--- src/rtl/data_generator_mc.sv ---
`default_nettype none
// ============================================================================
//  Module   : data_generator_mc
//  Brief    : Button-driven multi-channel signed counter with debounced,
//             auto-repeating Up/Down and one-shot Clear/Sign/Select.
//  Revision : 1.0 - initial release
// ============================================================================
module data_generator_mc #(
    parameter int    Size               = 5,
    parameter int    Channels           = 4,
    parameter string Mode               = "Wrap",
    parameter int    ClockPeriod_ns     = 20,
    parameter int    FilterPeriod_ns    = 1_000_000,
    parameter int    PauseInterval_ns   = 450_000_000,
    parameter int    RepeatsInterval_ns = 150_000_000
) (
    input  logic                                            Clock,
    input  logic                                            Reset,
    input  logic                                            Button_Up,
    input  logic                                            Button_Down,
    input  logic                                            Button_Clear,
    input  logic                                            Button_Sign,
    input  logic                                            Button_Select,
    output logic [Size-1:0]                                 Data,
    output logic                                            SigneBit,
    output logic [((Channels > 1) ? $clog2(Channels) : 1)-1:0] Channel,
    output logic [Channels*(Size+1)-1:0]                    AllData,
    output logic                                            Limit
);

    localparam int c_chan_w  = (Channels > 1) ? $clog2(Channels) : 1;
    localparam int c_nb      = 5;
    localparam int c_up      = 0;
    localparam int c_dn      = 1;
    localparam int c_clr     = 2;
    localparam int c_sgn     = 3;
    localparam int c_sel     = 4;

    localparam int c_fc_raw  = FilterPeriod_ns / ClockPeriod_ns;
    localparam int c_pc_raw  = PauseInterval_ns / ClockPeriod_ns;
    localparam int c_rc_raw  = RepeatsInterval_ns / ClockPeriod_ns;
    localparam int c_fc      = (c_fc_raw < 1) ? 1 : c_fc_raw;
    localparam int c_pc      = (c_pc_raw < 1) ? 1 : c_pc_raw;
    localparam int c_rc      = (c_rc_raw < 1) ? 1 : c_rc_raw;
    localparam int c_top_a   = (c_fc > c_pc) ? c_fc : c_pc;
    localparam int c_cnt_top = (c_top_a > c_rc) ? c_top_a : c_rc;
    localparam int c_cnt_w   = (c_cnt_top < 2) ? 1 : $clog2(c_cnt_top);

    localparam logic [c_cnt_w-1:0]  c_fc_m1     = c_cnt_w'(c_fc - 1);
    localparam logic [c_cnt_w-1:0]  c_pc_m1     = c_cnt_w'(c_pc - 1);
    localparam logic [c_cnt_w-1:0]  c_rc_m1     = c_cnt_w'(c_rc - 1);
    localparam logic [Size-1:0]     c_mag_max   = '1;
    localparam logic [c_chan_w-1:0] c_chan_last = c_chan_w'(Channels - 1);
    localparam bit                  c_saturate  = (Mode == "Saturate");

    typedef enum logic [1:0] {
        S_IDLE   = 2'd0,
        S_PAUSE  = 2'd1,
        S_REPEAT = 2'd2
    } rep_state_t;

    logic [c_nb-1:0] w_raw;
    logic [c_nb-1:0] r_sync1;
    logic [c_nb-1:0] r_sync2;
    logic [c_nb-1:0] w_filt;
    logic [c_nb-1:0] w_step;
    logic [2:0]      r_press_d;

    assign w_raw = {Button_Select, Button_Sign, Button_Clear, Button_Down, Button_Up};

    always_ff @(posedge Clock) begin
        if (Reset) begin
            r_sync1 <= '0;
            r_sync2 <= '0;
        end else begin
            r_sync1 <= w_raw;
            r_sync2 <= r_sync1;
        end
    end

    // Filtered level flips only after c_fc consecutive disagreeing samples.
    for (genvar b = 0; b < c_nb; b++) begin : g_btn
        logic [c_cnt_w-1:0] r_cnt;
        logic               r_level;

        always_ff @(posedge Clock) begin
            if (Reset) begin
                r_cnt   <= '0;
                r_level <= 1'b0;
            end else if (r_sync2[b] != r_level) begin
                if (r_cnt == c_fc_m1) begin
                    r_cnt   <= '0;
                    r_level <= r_sync2[b];
                end else begin
                    r_cnt <= r_cnt + 1'b1;
                end
            end else begin
                r_cnt <= '0;
            end
        end

        assign w_filt[b] = r_level;
    end

    for (genvar r = 0; r < 2; r++) begin : g_rep
        rep_state_t         r_state;
        rep_state_t         w_state_nxt;
        logic [c_cnt_w-1:0] r_cnt;
        logic [c_cnt_w-1:0] w_cnt_nxt;
        logic               w_pulse;

        always_ff @(posedge Clock) begin
            if (Reset) begin
                r_state <= S_IDLE;
                r_cnt   <= '0;
            end else begin
                r_state <= w_state_nxt;
                r_cnt   <= w_cnt_nxt;
            end
        end

        always_comb begin
            w_state_nxt = r_state;
            w_cnt_nxt   = r_cnt;
            w_pulse     = 1'b0;
            if (!w_filt[r]) begin
                w_state_nxt = S_IDLE;
                w_cnt_nxt   = '0;
            end else begin
                case (r_state)
                    S_IDLE: begin
                        w_pulse     = 1'b1;
                        w_state_nxt = S_PAUSE;
                        w_cnt_nxt   = c_pc_m1;
                    end
                    S_PAUSE, S_REPEAT: begin
                        if (r_cnt == '0) begin
                            w_pulse     = 1'b1;
                            w_state_nxt = S_REPEAT;
                            w_cnt_nxt   = c_rc_m1;
                        end else begin
                            w_cnt_nxt = r_cnt - 1'b1;
                        end
                    end
                    default: begin
                        w_state_nxt = S_IDLE;
                        w_cnt_nxt   = '0;
                    end
                endcase
            end
        end

        assign w_step[r] = w_pulse;
    end

    always_ff @(posedge Clock) begin
        if (Reset) begin
            r_press_d <= '0;
        end else begin
            r_press_d <= w_filt[c_sel:c_clr];
        end
    end

    assign w_step[c_sel:c_clr] = w_filt[c_sel:c_clr] & ~r_press_d;

    logic [Size-1:0]     r_mag [Channels];
    logic [Channels-1:0] r_sign;
    logic [c_chan_w-1:0] r_chan;
    logic                r_limit;

    logic                w_inc;
    logic                w_dec;
    logic [Size-1:0]     w_cur_mag;
    logic                w_cur_sign;
    logic [Size-1:0]     w_nxt_mag;
    logic                w_nxt_sign;
    logic                w_limit_nxt;
    logic [c_chan_w-1:0] w_chan_nxt;

    // Simultaneous Up and Down cancel each other out entirely.
    assign w_inc = w_step[c_up] & ~w_step[c_dn];
    assign w_dec = w_step[c_dn] & ~w_step[c_up];

    always_comb begin
        w_cur_mag   = r_mag[r_chan];
        w_cur_sign  = r_sign[r_chan];
        w_nxt_mag   = w_cur_mag;
        w_nxt_sign  = w_cur_sign;
        w_limit_nxt = 1'b0;
        w_chan_nxt  = r_chan;

        if (w_step[c_clr]) begin
            w_nxt_mag  = '0;
            w_nxt_sign = 1'b0;
        end else begin
            if (w_step[c_sgn]) begin
                w_nxt_sign = ~w_cur_sign;
            end
            if (w_inc) begin
                if (w_cur_mag == c_mag_max) begin
                    w_limit_nxt = 1'b1;
                    w_nxt_mag   = c_saturate ? c_mag_max : '0;
                end else begin
                    w_nxt_mag = w_cur_mag + 1'b1;
                end
            end else if (w_dec) begin
                if (w_cur_mag == '0) begin
                    w_limit_nxt = 1'b1;
                    w_nxt_mag   = c_saturate ? '0 : c_mag_max;
                end else begin
                    w_nxt_mag = w_cur_mag - 1'b1;
                end
            end
        end

        if (w_step[c_sel]) begin
            w_chan_nxt = (r_chan == c_chan_last) ? '0 : r_chan + 1'b1;
        end
    end

    always_ff @(posedge Clock) begin
        if (Reset) begin
            for (int i = 0; i < Channels; i++) begin
                r_mag[i] <= '0;
            end
            r_sign  <= '0;
            r_chan  <= '0;
            r_limit <= 1'b0;
        end else begin
            for (int i = 0; i < Channels; i++) begin
                if (r_chan == c_chan_w'(i)) begin
                    r_mag[i]  <= w_nxt_mag;
                    r_sign[i] <= w_nxt_sign;
                end
            end
            r_chan  <= w_chan_nxt;
            r_limit <= w_limit_nxt;
        end
    end

    for (genvar i = 0; i < Channels; i++) begin : g_all
        assign AllData[i*(Size+1) +: Size+1] = {r_sign[i], r_mag[i]};
    end

    assign Data     = r_mag[r_chan];
    assign SigneBit = r_sign[r_chan];
    assign Channel  = r_chan;
    assign Limit    = r_limit;

endmodule
`default_nettype wire
--- config.mk ---
export PLATFORM = sky130hd
export DESIGN_NAME = data_generator_mc
export DESIGN_NICKNAME = d
export VERILOG_FILES = /design/src/rtl/data_generator_mc.sv
export SDC_FILE = /design/constraint.sdc
export NUM_CORES = 1
export LEC_CHECK = 0
export CAP_MARGIN = 20
export CORE_UTILIZATION = 55
export DETAILED_ROUTE_END_ITERATION = 8
export GPL_ROUTABILITY_DRIVEN = 0
export PLACE_DENSITY_LB_ADDON = 0.2
export SLEW_MARGIN = 20
export SYNTH_ARGS = -nofsm -noshare
export SYNTH_HDL_FRONTEND = slang
export SYNTH_SLANG_ARGS = --single-unit
export TNS_END_PERCENT = 5
--- constraint.sdc ---
create_clock -name Clock -period 3 [get_ports Clock]
set_input_delay 0.45 -clock Clock [delete_from_list [all_inputs] [get_ports Clock]]
set_output_delay 0.45 -clock Clock [all_outputs]
set_load 0.02 [all_outputs]
==> results, run 1 <==
- The detailed-route wire length per cell is 13.8 µm.
- The number of nets at the end of the flow is 1181.
- The most numerous cell type found on the critical path is sky130_fd_sc_hd__nor3_1.
- STA classifies the critical path startpoint as a register.
- The run finished with clean final reports.
- The number of violations of the max-capacitance limit is 0.
- Traced cell by cell, the critical path runs through inv_2, ha_1, or4b_4, or4_4, o31ai_4, buf_4, nor3_1, a211oi_2, nor3_1.
- The maximum vdd ir drop is 0.000539 V.
- The share of layout cells above drive strength 1 is 7.60%.
- CTS placed an instance of sky130_fd_sc_hd__clkbuf_16 at the clock tree root.
- Clock-pin slew was measured on the worst setup and hold paths at 0.06 ns.
- The data required time at the worst endpoint is 3.25 ns.
- Among all flip-flop cells after synthesis, the most frequent one is sky130_fd_sc_hd__dfxtp_1.
- The number of flops mapped to enable cells by yosys is 20.
- The distinct cell type count after synthesis is 59.
- The average instance in the mapped netlist occupies 9.10 µm².
- The clock drives 226 sinks.
- TritonCTS built the clock tree.
- The worst hold path belongs to the class in -> reg.
- During synthesis, Yosys emitted a total of 0 warnings.
- The slowest stage of the critical path belongs to the cell sky130_fd_sc_hd__or4_4.
- The overall die height is 137 µm.
- The die covers 18800 µm².
- The mapped netlist covers 10100 µm².
- The final HPWL from detailed placement is 13200 µm.
- Of all nets on the critical path, the largest fanout is 7.
- In the routed layout, each cell is associated on average with a via count of 5.44.
- Broken down by cell family, the worst path's largest delay share belongs to simple AND/OR/NAND/NOR gates.
- The placed instance count is 1354.
- The post-route worst hold slack is 0.362 ns.
- The first-pass detailed-route iteration total is 5.
- 40 I/O pins were placed.
- The synthesized design contains 226 register bits.
- In this design, the stage delay of the slowest critical-path cell is 0.51 ns.
- The x dimension of the die is 137 µm.
- The number of hold violations in the final report is 0.
- The number of logic stages on the critical path including buffering is 9.
- The area of the core region is 18000 µm².
- The post-route fraction of the period consumed by the critical path is 97.1%.
- From synthesis to final layout, the design area changed by 14.6%.
- In this run the core area contains 49 standard-cell rows.
- The highest attainable clock frequency is 0.343 GHz.
- Buffers inserted during clock tree synthesis total 24.
- The fraction of registers with async set/reset is 0%.
- The total global-route track usage is 21.2%.
- The post-synth net total is 1132.
- Once the floorplan was initialized, standard cells occupied 56.0% of the core.
- In this run the power density over the cells is 530 nW/µm².
- The final setup violation count is 0.
- At the pin with the least slew margin, the transition time is 0.857 ns.
- The later-pin clock latency in the skew report is 0.51 ns.
- The slack of the critical path is 0.0864 ns.
- Across the routed clock network, the largest skew measured is 0.0114 ns.
- The residual overflow from global routing is 0.
- 0 antenna diodes ended up in the layout.
- The sequential element share of the synthesized area is 47.0%.
- No sink is reached through more buffers than the 3 on the longest clock path.
- The worst setup path is captured at a register.
- The first global-routing pass estimated 32800 µm of wire.
- The number of cells on the worst reg-to-reg path is 9.
- The post-route DRC violation count is 0.
- The cell count of the worst hold path is 2.
- The initial antenna violation count is 0.
- Input and output buffers added on the ports amount to 39.
- The count of antenna-violating nets left after detailed routing is 0.
- In this run the number of H-tree levels came out at 1.
- Data on the critical path arrives at its endpoint at 3.16 ns.
- The post-placement setup slack is 0.110 ns.
- The number of DRC markers in iteration 0 is 379.
- Headroom to the max-slew limit came out at 42.3%.
- The buffers plus inverters on the worst setup path is 2.
- The total leakage power is 4.17 nW.
- The final number of max-transition violations was 0.
- The number of instances in the synthesized netlist is 1105.
- The via count of the routed design is 7618.
- The hold-fix buffer count after cts is 0.
- Entering global routing, the biggest net connects 26 pins.
- The number of non-filler instances in the completed layout is 1400.
- The via count of the first global-routing pass is 7247.
- The critical path in this run is classified as reg -> reg.
- The wire length after detailed routing is 19400 µm.
- The worst path needs 2.91 ns of the cycle, external delays included.
==> sequential cells by signal, summed over array words and instances (netlist names), named ones only <==
name and flops:
g_btn.r_level 5, r_mag 20, g_rep.r_cnt 50, r_sync1 5, Channel 2, r_press_d 3
r_sign 4, r_sync2 5, g_btn.r_cnt 125, Limit 1, g_rep.r_state 4
==> area by class of cell <==
class	count	area, µm²
timing repair buffer	58	528
inverter	28	105
clock inverter	10	80.1
clock buffer	33	699
fill	1515	6430
tap	229	287
multi-input combinational	816	5110
sequential	226	4720
==> logic make-up after synthesis <==
logic type                 share of synthesized area, %
and+or+nand+nor                                    26.5
AOI/OAI and AO/OA                                  5.65
buffers and inverters                              2.50
adders and majority gates                          2.49
xor gates and xnor gates                           13.7
muxes                                              2.24
DFF                                                47.0
==> metrics by stage <==
stage | power (mW) | utilization (%) | TNS, ns | instance area (µm²)
final | 6.11 | 64.2 | 0 | 11500
after global routing | 6.31 | 64.2 | -0.0482 | 11500
after CTS | 6.18 | 63.9 | 0 | 11500
after detailed placement | 3.30 | 59.6 | 0 | 10700
after global placement | 3.30 | 59.6 | 0 | 10700
after floorplan | 3.24 | - | 0 | 10100
==> cells in the final DEF (no fill, tap or decap), drive strengths merged, types with 3 or more instances in the layout <==
cell type	instances
nor2	212
dfxtp	206
xnor2	79
xor2	78
nand2	62
nand3	50
clkdlybuf4s50	38
nor3	37
nand4	34
clkbuf	33
o21ai	31
inv	28
nor4	28
a21oi	21
ha	20
edfxtp	20
buf	20
nor2b	19
and3	18
or3	16
and4	13
or4	13
mux2i	9
or2	9
a211oi	8
clkinv	7
mux4	6
and2	6
nor4b	5
a31oi	5
nor3b	4
nand3b	4
o41ai	3
nand2b	3
==> path summary, 6_finish.rpt <==
| path | from | end | slack, ns |
|---|---|---|---|
| setup / recovery | g_rep[1].r_cnt[0] | r_mag[1][1] | 0.09 |
| hold / removal | Reset | g_btn[4].r_level | 0.36 |
| setup reg to reg | g_rep[1].r_cnt[0] | r_mag[1][1] | 0.09 |
| hold reg to reg | r_sync1[2] | r_sync2[2] | 0.43 |
==> what timing repair did <==
| item | in CTS | in global routing |
|---|---|---|
| setup buffers | 0 | 3 |
| gates resized for setup | 0 | 6 |
| endpoints found under the setup margin | 0 | 12 |
==> metal layers <==
layer	up-vias	GRT usage [%]	wire, µm	part of all wire (%)
met1	3523	27.4	9180	47
met2	142	36.5	8990	46
met3	29	3.13	802	4.1
li1	3924	-	-	-
met4	0	6.04	386	2.0
met5	-	0	0	0
==> Yosys cell counts, types with 5 or more instances <==
cell type	count	area share (%)
sky130_fd_sc_hd__a211oi_1	7	0.52
sky130_fd_sc_hd__a21oi_1	21	1.0
sky130_fd_sc_hd__a31oi_1	5	0.31
sky130_fd_sc_hd__and2_1	5	0.31
sky130_fd_sc_hd__and3_1	18	1.1
sky130_fd_sc_hd__and4_1	13	1.1
sky130_fd_sc_hd__clkbuf_1	33	1.2
sky130_fd_sc_hd__dfxtp_1	206	41
sky130_fd_sc_hd__edfxtp_1	20	6.0
sky130_fd_sc_hd__ha_1	20	2.5
sky130_fd_sc_hd__inv_1	28	1.0
sky130_fd_sc_hd__mux2i_1	9	0.90
sky130_fd_sc_hd__mux4_2	6	1.3
sky130_fd_sc_hd__nand2_1	62	2.3
sky130_fd_sc_hd__nand3_1	50	2.5
sky130_fd_sc_hd__nand4_1	34	2.1
sky130_fd_sc_hd__nor2_1	212	7.9
sky130_fd_sc_hd__nor2b_1	19	1.2
sky130_fd_sc_hd__nor3_1	36	1.8
sky130_fd_sc_hd__nor4_1	27	1.7
sky130_fd_sc_hd__nor4b_1	5	0.44
sky130_fd_sc_hd__o21ai_0	30	1.5
sky130_fd_sc_hd__or2_2	7	0.44
sky130_fd_sc_hd__or3_1	16	0.99
sky130_fd_sc_hd__or4_1	11	0.82
sky130_fd_sc_hd__xnor2_1	79	6.9
sky130_fd_sc_hd__xor2_1	78	6.8
==> power breakdown <==
part | switching (mW) | internal, mW
clock | 1.16 | 1.71
combinational | 0.102 | 0.0659
sequential | 0.0106 | 3.06
(Power assumes the default switching activity.)
==> run 2, diff against run 1 <==
--- a/config.mk
+++ b/config.mk
@@ -6,7 +6,7 @@
 export NUM_CORES = 1
 export LEC_CHECK = 0
 export CAP_MARGIN = 20
-export CORE_UTILIZATION = 55
+export CORE_UTILIZATION = 59
 export DETAILED_ROUTE_END_ITERATION = 8
 export GPL_ROUTABILITY_DRIVEN = 0
 export PLACE_DENSITY_LB_ADDON = 0.2
==> results, run 2 (synthesized netlist as in run 1, its figures left out) <==
- The run finished with clean final reports.
- The part of the total power dissipated in sequential elements is 49.5% (-0.8 points).
- The number of nets at the end of the flow was 1177 (-0.34%).
- The share of layout cells above drive strength 1 is 6.27% (-1.3 points).
- The register-to-register setup slack is 0.12 ns (+0.03 ns).
- The transition time at the pin with the least slew margin came to 0.809 ns (-0.0480 ns).
- Setup repair after global routing left no endpoint under its margin.
- The post-cts gate resize count is 0 (unchanged).
- The endpoint kind of the worst setup timing path is a register.
- The hold-fix buffer count after cts is 0 (unchanged).
- The critical path data arrival time came to 3.12 ns (-0.04 ns).
- The library cell used most frequently in the layout, excluding fill and tap cells, is sky130_fd_sc_hd__nor2_1.
- The clock network fraction of design power was 47.9% (+0.9 points).
- The maximum level of the CTS H-tree is 1 (unchanged).
- The first-pass GRT wire length is 33900 µm (+3.4%).
- The net switching fraction of the power is 20.5% (-0.29 points).
- Clock tree synthesis selected as its root buffer the cell sky130_fd_sc_hd__clkbuf_16.
- The power per cell area came to 541 nW/µm² (+2.1%).
- The count of antenna-violating nets left after detailed routing came to 0 (unchanged).
- The first-pass detailed-route iteration total is 7 (+2).
- The combinational share of power was 2.6% (about the same).
- The final setup violation count is 0 (unchanged).
- Following the worst setup path forward leads to its endpoint at r_mag[1][3].
- The via count of the routed design is 7750 (+1.7%).
- The initial antenna violation count is 0 (unchanged).
- The element type at the critical path start is a register.
- The die footprint is 17600 µm² (-6.7%).
- The total global-route track usage is 22.9% (+1.8 points).
- The mean number of vias per cell is 5.60 (+2.9%).
- The final number of max-transition violations is 0 (unchanged).
- In the layout the commonest cells are 212 x sky130_fd_sc_hd__nor2_1, 206 x sky130_fd_sc_hd__dfxtp_1, 79 x sky130_fd_sc_hd__xnor2_1, 78 x sky130_fd_sc_hd__xor2_1, 62 x sky130_fd_sc_hd__nand2_1.
- The residual overflow from global routing came to 0 (unchanged).
- The final total negative setup slack is 0 ns (unchanged).
- The number of DRC markers in iteration 0 is 440 (+16%).
- The CTS sink count is 226 (unchanged).
- The end-of-flow core utilization is 69.0% (+4.8 points).
- The number of buffer cells added on primary ports is 39 (unchanged).
- The layout overhead on the synthesized area is 14.1%.
- The number of setup buffers added after CTS was 0 (unchanged).
- The worst setup path startpoint is g_rep[1].r_cnt[0].
- The maximum clock path buffer count is 3 (unchanged).
- The post-route DRC violation count was 0 (unchanged).
- The final HPWL from detailed placement is 13200 µm (about the same).
- The number of buffers created by CTS is 24 (unchanged).
- The wire length after detailed routing is 19800 µm (+2.3%).
- The detailed-route wire length per cell came to 14.3 µm (+3.5%).
- The initial standard-cell utilization of the core is 60.5% (+4.4 points).
- The flip-flop count of the largest register after layout is 125 (unchanged).
- The worst setup path is of the reg -> reg kind.
- The relative max-transition margin is 45.6% (+3.2 points).
- The via count of the first global-routing pass is 7362 (+1.6%).
- The data required time at the worst endpoint was 3.24 ns (about the same).
- The overall die height is 133 µm (-3.4%).
- The number of non-filler instances in the completed layout is 1384 (-1.1%).
- The later-pin clock latency in the skew report is 0.51 ns (about the same).
- The clock tree from TritonCTS is done.
- The placed instance count is 1344 (-0.74%).
- The number of violations of the max-capacitance limit is 0 (unchanged).
- The number of core rows was 47 (-4.1%).
- The number of cells on the worst reg-to-reg path was 9 (unchanged).
- The reported net switching power was 1.27 mW (+0.20%).
- The maximum vdd ir drop is 0.000444 V (-18%).
- The total internal power is 4.94 mW (+2.0%).
- The post-route fraction of the period consumed by the critical path is 96.0% (-1.2 points).
- The tightest min-delay check is of the in -> reg type.
- The post-placement setup slack was 0.190 ns (+0.0802 ns).
- The largest driver fanout on the critical path was 8 (+1).
- The pin count of the biggest net entering global routing is 28 (+7.7%).
- The total leakage power was 4.14 nW (-0.74%).
- The count of inserted antenna diode cells is 0 (unchanged).
- The number of ports placed on the die boundary is 40 (unchanged).
- The final clock skew is 0.0102 ns (-0.00124 ns).
- The worst register-to-register path ends at r_mag[1][3].
- The number of fill cells is 1362 (-10%).
- The area of the core region came to 16600 µm² (-7.4%).
- The number of hold violations in the final report is 0 (unchanged).
- The worst register-to-register path begins at g_rep[1].r_cnt[0].
- The x dimension of the die was 133 µm (-3.4%).
- More flip-flops sit in one register than any other, and that register is g_btn.r_cnt.
- The highest attainable clock frequency came to 0.347 GHz (+1.2%).
- The post-layout minimum cycle time is 2.88 ns (-0.0349 ns).
- The slack of the critical path is 0.121 ns (+0.0349 ns).
- In the final layout, the registers with the most flip-flops are g_btn.r_cnt: 125 flops, g_rep.r_cnt: 50 flops, r_mag: 20 flops.
- The clock slew seen by the registers of the worst setup and hold paths is 0.06 ns (about the same).
-- run 2: stage by stage --
stage / power (mW) / hold slack, ns / cell area (µm²)
floorplan: 3.24 / 0.413 / 10100
global route: 6.41 / 0.390 / 11500
detailed placement: 3.30 / 0.424 / 10700
CTS: 6.27 / 0.355 / 11500
finish: 6.21 / 0.385 / 11500
global placement: 3.30 / 0.415 / 10700
-- run 2: layer usage --
layer	track usage [%]	vias up	wire length, µm
li1	-	3912	-
met1	29.7	3645	9150
met2	40.0	160	9420
met3	3.41	33	824
met4	5.94	0	418
met5	0	-	0
-- run 2: power by group through the flow --
stage / combinational, mW / clock, mW / sequential [mW]
floorplan: 0.0870 / 0 / 3.15
global placement: 0.160 / 0 / 3.14
detailed placement: 0.160 / 0 / 3.14
CTS: 0.161 / 3.04 / 3.07
global route: 0.175 / 3.16 / 3.07
finish: 0.162 / 2.98 / 3.07
-- run 2: how the worst min path moves through the flow --
stage,start,endpoint,depth (start not counted)
after floorplan,g_btn[0].r_cnt[0],g_btn[0].r_cnt[0],1
after global placement,r_sync1[2],r_sync2[2],1
after detailed placement,r_sync1[2],r_sync2[2],1
after CTS,Reset,r_sign[2],2
after global routing,Reset,g_btn[1].r_level,2
final,Reset,r_sign[2],2
-- run 2: layout make-up --
cell class | instances | area, µm² | share of cell area (%)
clock inverters | 11 | 173 | 1.50
clock buffers | 29 | 619 | 5.40
inverters | 28 | 105 | 0.916
flip-flops and latches | 226 | 4720 | 41.2
well taps | 220 | 275 | 2.40
repair buffers | 54 | 498 | 4.34
multi-input cells | 816 | 5080 | 44.3
-- run 2: worst max-delay path, stage by stage (launching register included) --
cell	delay [ns]
sky130_fd_sc_hd__dfxtp_1	0.32
sky130_fd_sc_hd__inv_1	0.08
sky130_fd_sc_hd__ha_1	0.13
sky130_fd_sc_hd__or4b_1	0.45
sky130_fd_sc_hd__or4_4	0.55
sky130_fd_sc_hd__o31ai_4	0.30
sky130_fd_sc_hd__buf_4	0.22
sky130_fd_sc_hd__nor4_1	0.05
sky130_fd_sc_hd__nor3_1	0.39
sky130_fd_sc_hd__nor3_1	0.11
==> run 3, diff against run 2 <==
--- a/config.mk
+++ b/config.mk
@@ -6,12 +6,14 @@
 export NUM_CORES = 1
 export LEC_CHECK = 0
 export CAP_MARGIN = 20
+export CORE_MARGIN = 3
 export CORE_UTILIZATION = 59
 export DETAILED_ROUTE_END_ITERATION = 8
 export GPL_ROUTABILITY_DRIVEN = 0
 export PLACE_DENSITY_LB_ADDON = 0.2
+export REMOVE_ABC_BUFFERS = 1
 export SLEW_MARGIN = 20
 export SYNTH_ARGS = -nofsm -noshare
 export SYNTH_HDL_FRONTEND = slang
 export SYNTH_SLANG_ARGS = --single-unit
-export TNS_END_PERCENT = 5
+export TNS_END_PERCENT = 100
==> results, run 3 (synthesized netlist as in run 1, its figures left out) <==
- The total design power is 6.15 mW (-1.1%).
- The x dimension of the die is 137 µm (+3.0%).
- The clock tree from TritonCTS is done.
- The via count of the routed design is 7689 (-0.79%).
- The total global-route track usage is 22.2% (-0.74 points).
- The final HPWL from detailed placement came to 13900 µm (+4.9%).
- The launch instance of the worst min-delay path is Reset.
- The final clock skew came to 0.0164 ns (+0.00617 ns).
- The overall die height came to 137 µm (+3.0%).
- The largest driver fanout on the critical path is 7 (-1).
- The detailed-route wire length per cell is 14.6 µm (+1.8%).
- Leaving out fill and tap cells, the most frequent cell in the layout is sky130_fd_sc_hd__nor2_1.
- The maximum level of the CTS H-tree is 1 (unchanged).
- The final total negative setup slack is 0 ns (unchanged).
- The transition time at the pin with the least slew margin is 0.797 ns (-0.0120 ns).
- The final setup violation count came to 0 (unchanged).
- The register-to-register setup slack is 0.16 ns (+0.04 ns).
- The type of the tightest min-delay check is in -> reg.
- The via count of the first global-routing pass is 7407 (+0.61%).
- The initial standard-cell utilization of the core is 60.5% (unchanged).
- The count of inserted antenna diode cells came to 0 (unchanged).
- The post-placement setup slack is 0.171 ns (-0.0186 ns).
- In the final layout, the registers with the most flip-flops are g_btn.r_cnt: 125 flops, g_rep.r_cnt: 50 flops, r_mag: 20 flops.
- STA classifies the critical path endpoint as a register.
- The number of DRC markers in iteration 0 is 406 (-7.7%).
- The first-pass GRT wire length is 34500 µm (+1.6%).
- The number of core rows is 47 (unchanged).
- The total leakage power is 4.15 nW (+0.26%).
- In this run the critical register-to-register path is launched from g_rep[1].r_cnt[0].
- The cell with the largest stage delay on the worst path is sky130_fd_sc_hd__or4_4.
- The share of layout cells above drive strength 1 came to 6.61% (+0.34 points).
- The maximum clock path buffer count is 3 (unchanged).
- The post-route worst hold slack was 0.355 ns (-0.0295 ns).
- In the layout the commonest cells are 212 x sky130_fd_sc_hd__nor2_1, 206 x sky130_fd_sc_hd__dfxtp_1, 79 x sky130_fd_sc_hd__xnor2_1, 78 x sky130_fd_sc_hd__xor2_1, 62 x sky130_fd_sc_hd__nand2_1.
- The number of hold violations in the final report is 0 (unchanged).
- The post-route DRC violation count is 0 (unchanged).
- The power per cell area is 536 nW/µm² (-0.98%).
- The clock slew seen by the registers of the worst setup and hold paths is 0.06 ns (about the same).
- The most flop-heavy register is g_btn.r_cnt.
- The number of buffer cells added on primary ports is 39 (unchanged).
- The number of fill cells is 1304 (-4.3%).
- The CTS sink count is 226 (unchanged).
- The later-pin clock latency in the skew report is 0.51 ns (about the same).
- The number of ports placed on the die boundary is 40 (unchanged).
- The final number of max-transition violations is 0 (unchanged).
- The critical path is of the reg -> reg type.
- The maximum vdd ir drop is 0.000621 V (+40%).
- The initial antenna violation count was 0 (unchanged).
- Setup repair after global routing left no endpoint under its margin.
- The mean number of vias per cell is 5.55 (-0.86%).
- The area of the core region came to 16600 µm² (unchanged).
- The sequential cell area in the final layout is 4720 µm² (unchanged).
- The critical path data arrival time is 3.09 ns (-0.03 ns).
- The number of nets at the end of the flow is 1177 (unchanged).
- The signal on the critical path passes through inv_1, ha_1, or4b_1, or4_4, o31ai_4, o21ai_0, a211oi_2, nor3_1.
- The layout overhead on the synthesized area is 14.0% (about the same).
- The cell sitting at the root of the clock tree is a sky130_fd_sc_hd__clkbuf_16.
- The area taken by multi-input logic gates is 5080 µm² (unchanged).
- The number of violations of the max-capacitance limit is 0 (unchanged).
- The data required time at the worst endpoint was 3.25 ns (about the same).
- The post-route fraction of the period consumed by the critical path was 94.7% (-1.2 points).
- The flip-flop count of the largest register after layout is 125 (unchanged).
- The end-of-flow core utilization is 68.9% (about the same).
- The first-pass detailed-route iteration total is 7 (unchanged).
- The pin count of the biggest net entering global routing is 27 (-3.6%).
- The relative max-transition margin was 46.4% (+0.81 points).
- In this run the worst setup path begins at g_rep[1].r_cnt[0].
- The run finished with clean final reports.
- The die footprint came to 18700 µm² (+6.1%).
- The highest attainable clock frequency is 0.352 GHz (+1.3%).
- The delay contributed by the slowest stage of the critical path came to 0.56 ns (about the same).
- The number of buffers created by CTS came to 23 (-4.2%).
- The residual overflow from global routing came to 0 (unchanged).
- The post-layout minimum cycle time is 2.84 ns (-0.0366 ns).
- The wire length after detailed routing is 20200 µm (+1.9%).
- The element type at the critical path start is a register.
- The post-cts gate resize count came to 0 (unchanged).
- The count of antenna-violating nets left after detailed routing came to 0 (unchanged).
- The slack of the critical path is 0.158 ns (+0.0366 ns).
-- run 3: changes by cell type in the layout (fill, tap and decap cells not counted) --
cell,change
sky130_fd_sc_hd__clkinv_2,+1
sky130_fd_sc_hd__clkbuf_16,-1
sky130_fd_sc_hd__clkinv_8,-1
sky130_fd_sc_hd__clkinv_4,+1
sky130_fd_sc_hd__clkinvlp_4,-2
sky130_fd_sc_hd__clkbuf_8,+7
sky130_fd_sc_hd__clkinv_1,-1
sky130_fd_sc_hd__clkbuf_1,-2
sky130_fd_sc_hd__bufinv_16,-2
sky130_fd_sc_hd__buf_4,+1
-- run 3: final cells by class --
type | instances | share of cell area [%]
inverters | 28 | 0.916
flip-flops and latches | 226 | 41.2
well taps | 220 | 2.40
clock inverters | 7 | 0.796
repair buffers | 55 | 4.41
clock buffers | 33 | 5.96
multi-input cells | 816 | 44.3
-- run 3: routing by layer --
metal | track usage [%] | share of wire, %
met2 | 36.2 | 45
met1 | 30.6 | 47
met5 | 0 | 0
met4 | 6.38 | 2.5
met3 | 3.53 | 4.9
-- run 3: what timing repair did --
| action | CTS | global route |
|---|---|---|
| endpoints found under the setup margin | 0 | 1 |
| buffers inserted | 0 | 0 |
| hold buffers | 0 | 0 |
-- run 3: path summary, 6_finish.rpt --
check / cells past startpoint / to
worst max-delay path: 8 / r_mag[1][1]
worst min-delay path: 2 / g_btn[2].r_level
worst max register to register: 8 / r_mag[1][1]
worst min register to register: 1 / r_sync2[3]
-- run 3: per-stage QoR --
stage	instance area, µm²	instances
after floorplan	9910	1070
after detailed placement	10700	1345
final	11500	1385
after global placement	10700	1345
after CTS	11500	1385
after global routing	11500	1385
-- run 3: worst max-delay path: cells and delay by family, from the launching register on --
kind                       cells  cell delay, ns
AOI/OAI and AO/OA              3            0.92
adders and majority gates      1            0.14
buffers and inverters          1            0.09
DFF                            1            0.32
and+or+nand+nor                3            1.12
-- run 3: report_power, final --
group | leakage (nW) | switching (mW) | total (mW) | internal [mW]
combinational | 1.90 | 0.103 | 0.167 | 0.0637
sequential | 1.88 | 0.0110 | 3.07 | 3.06
clock | 0.382 | 1.16 | 2.91 | 1.75
total | 4.15 | 1.27 | 6.15 | 4.87
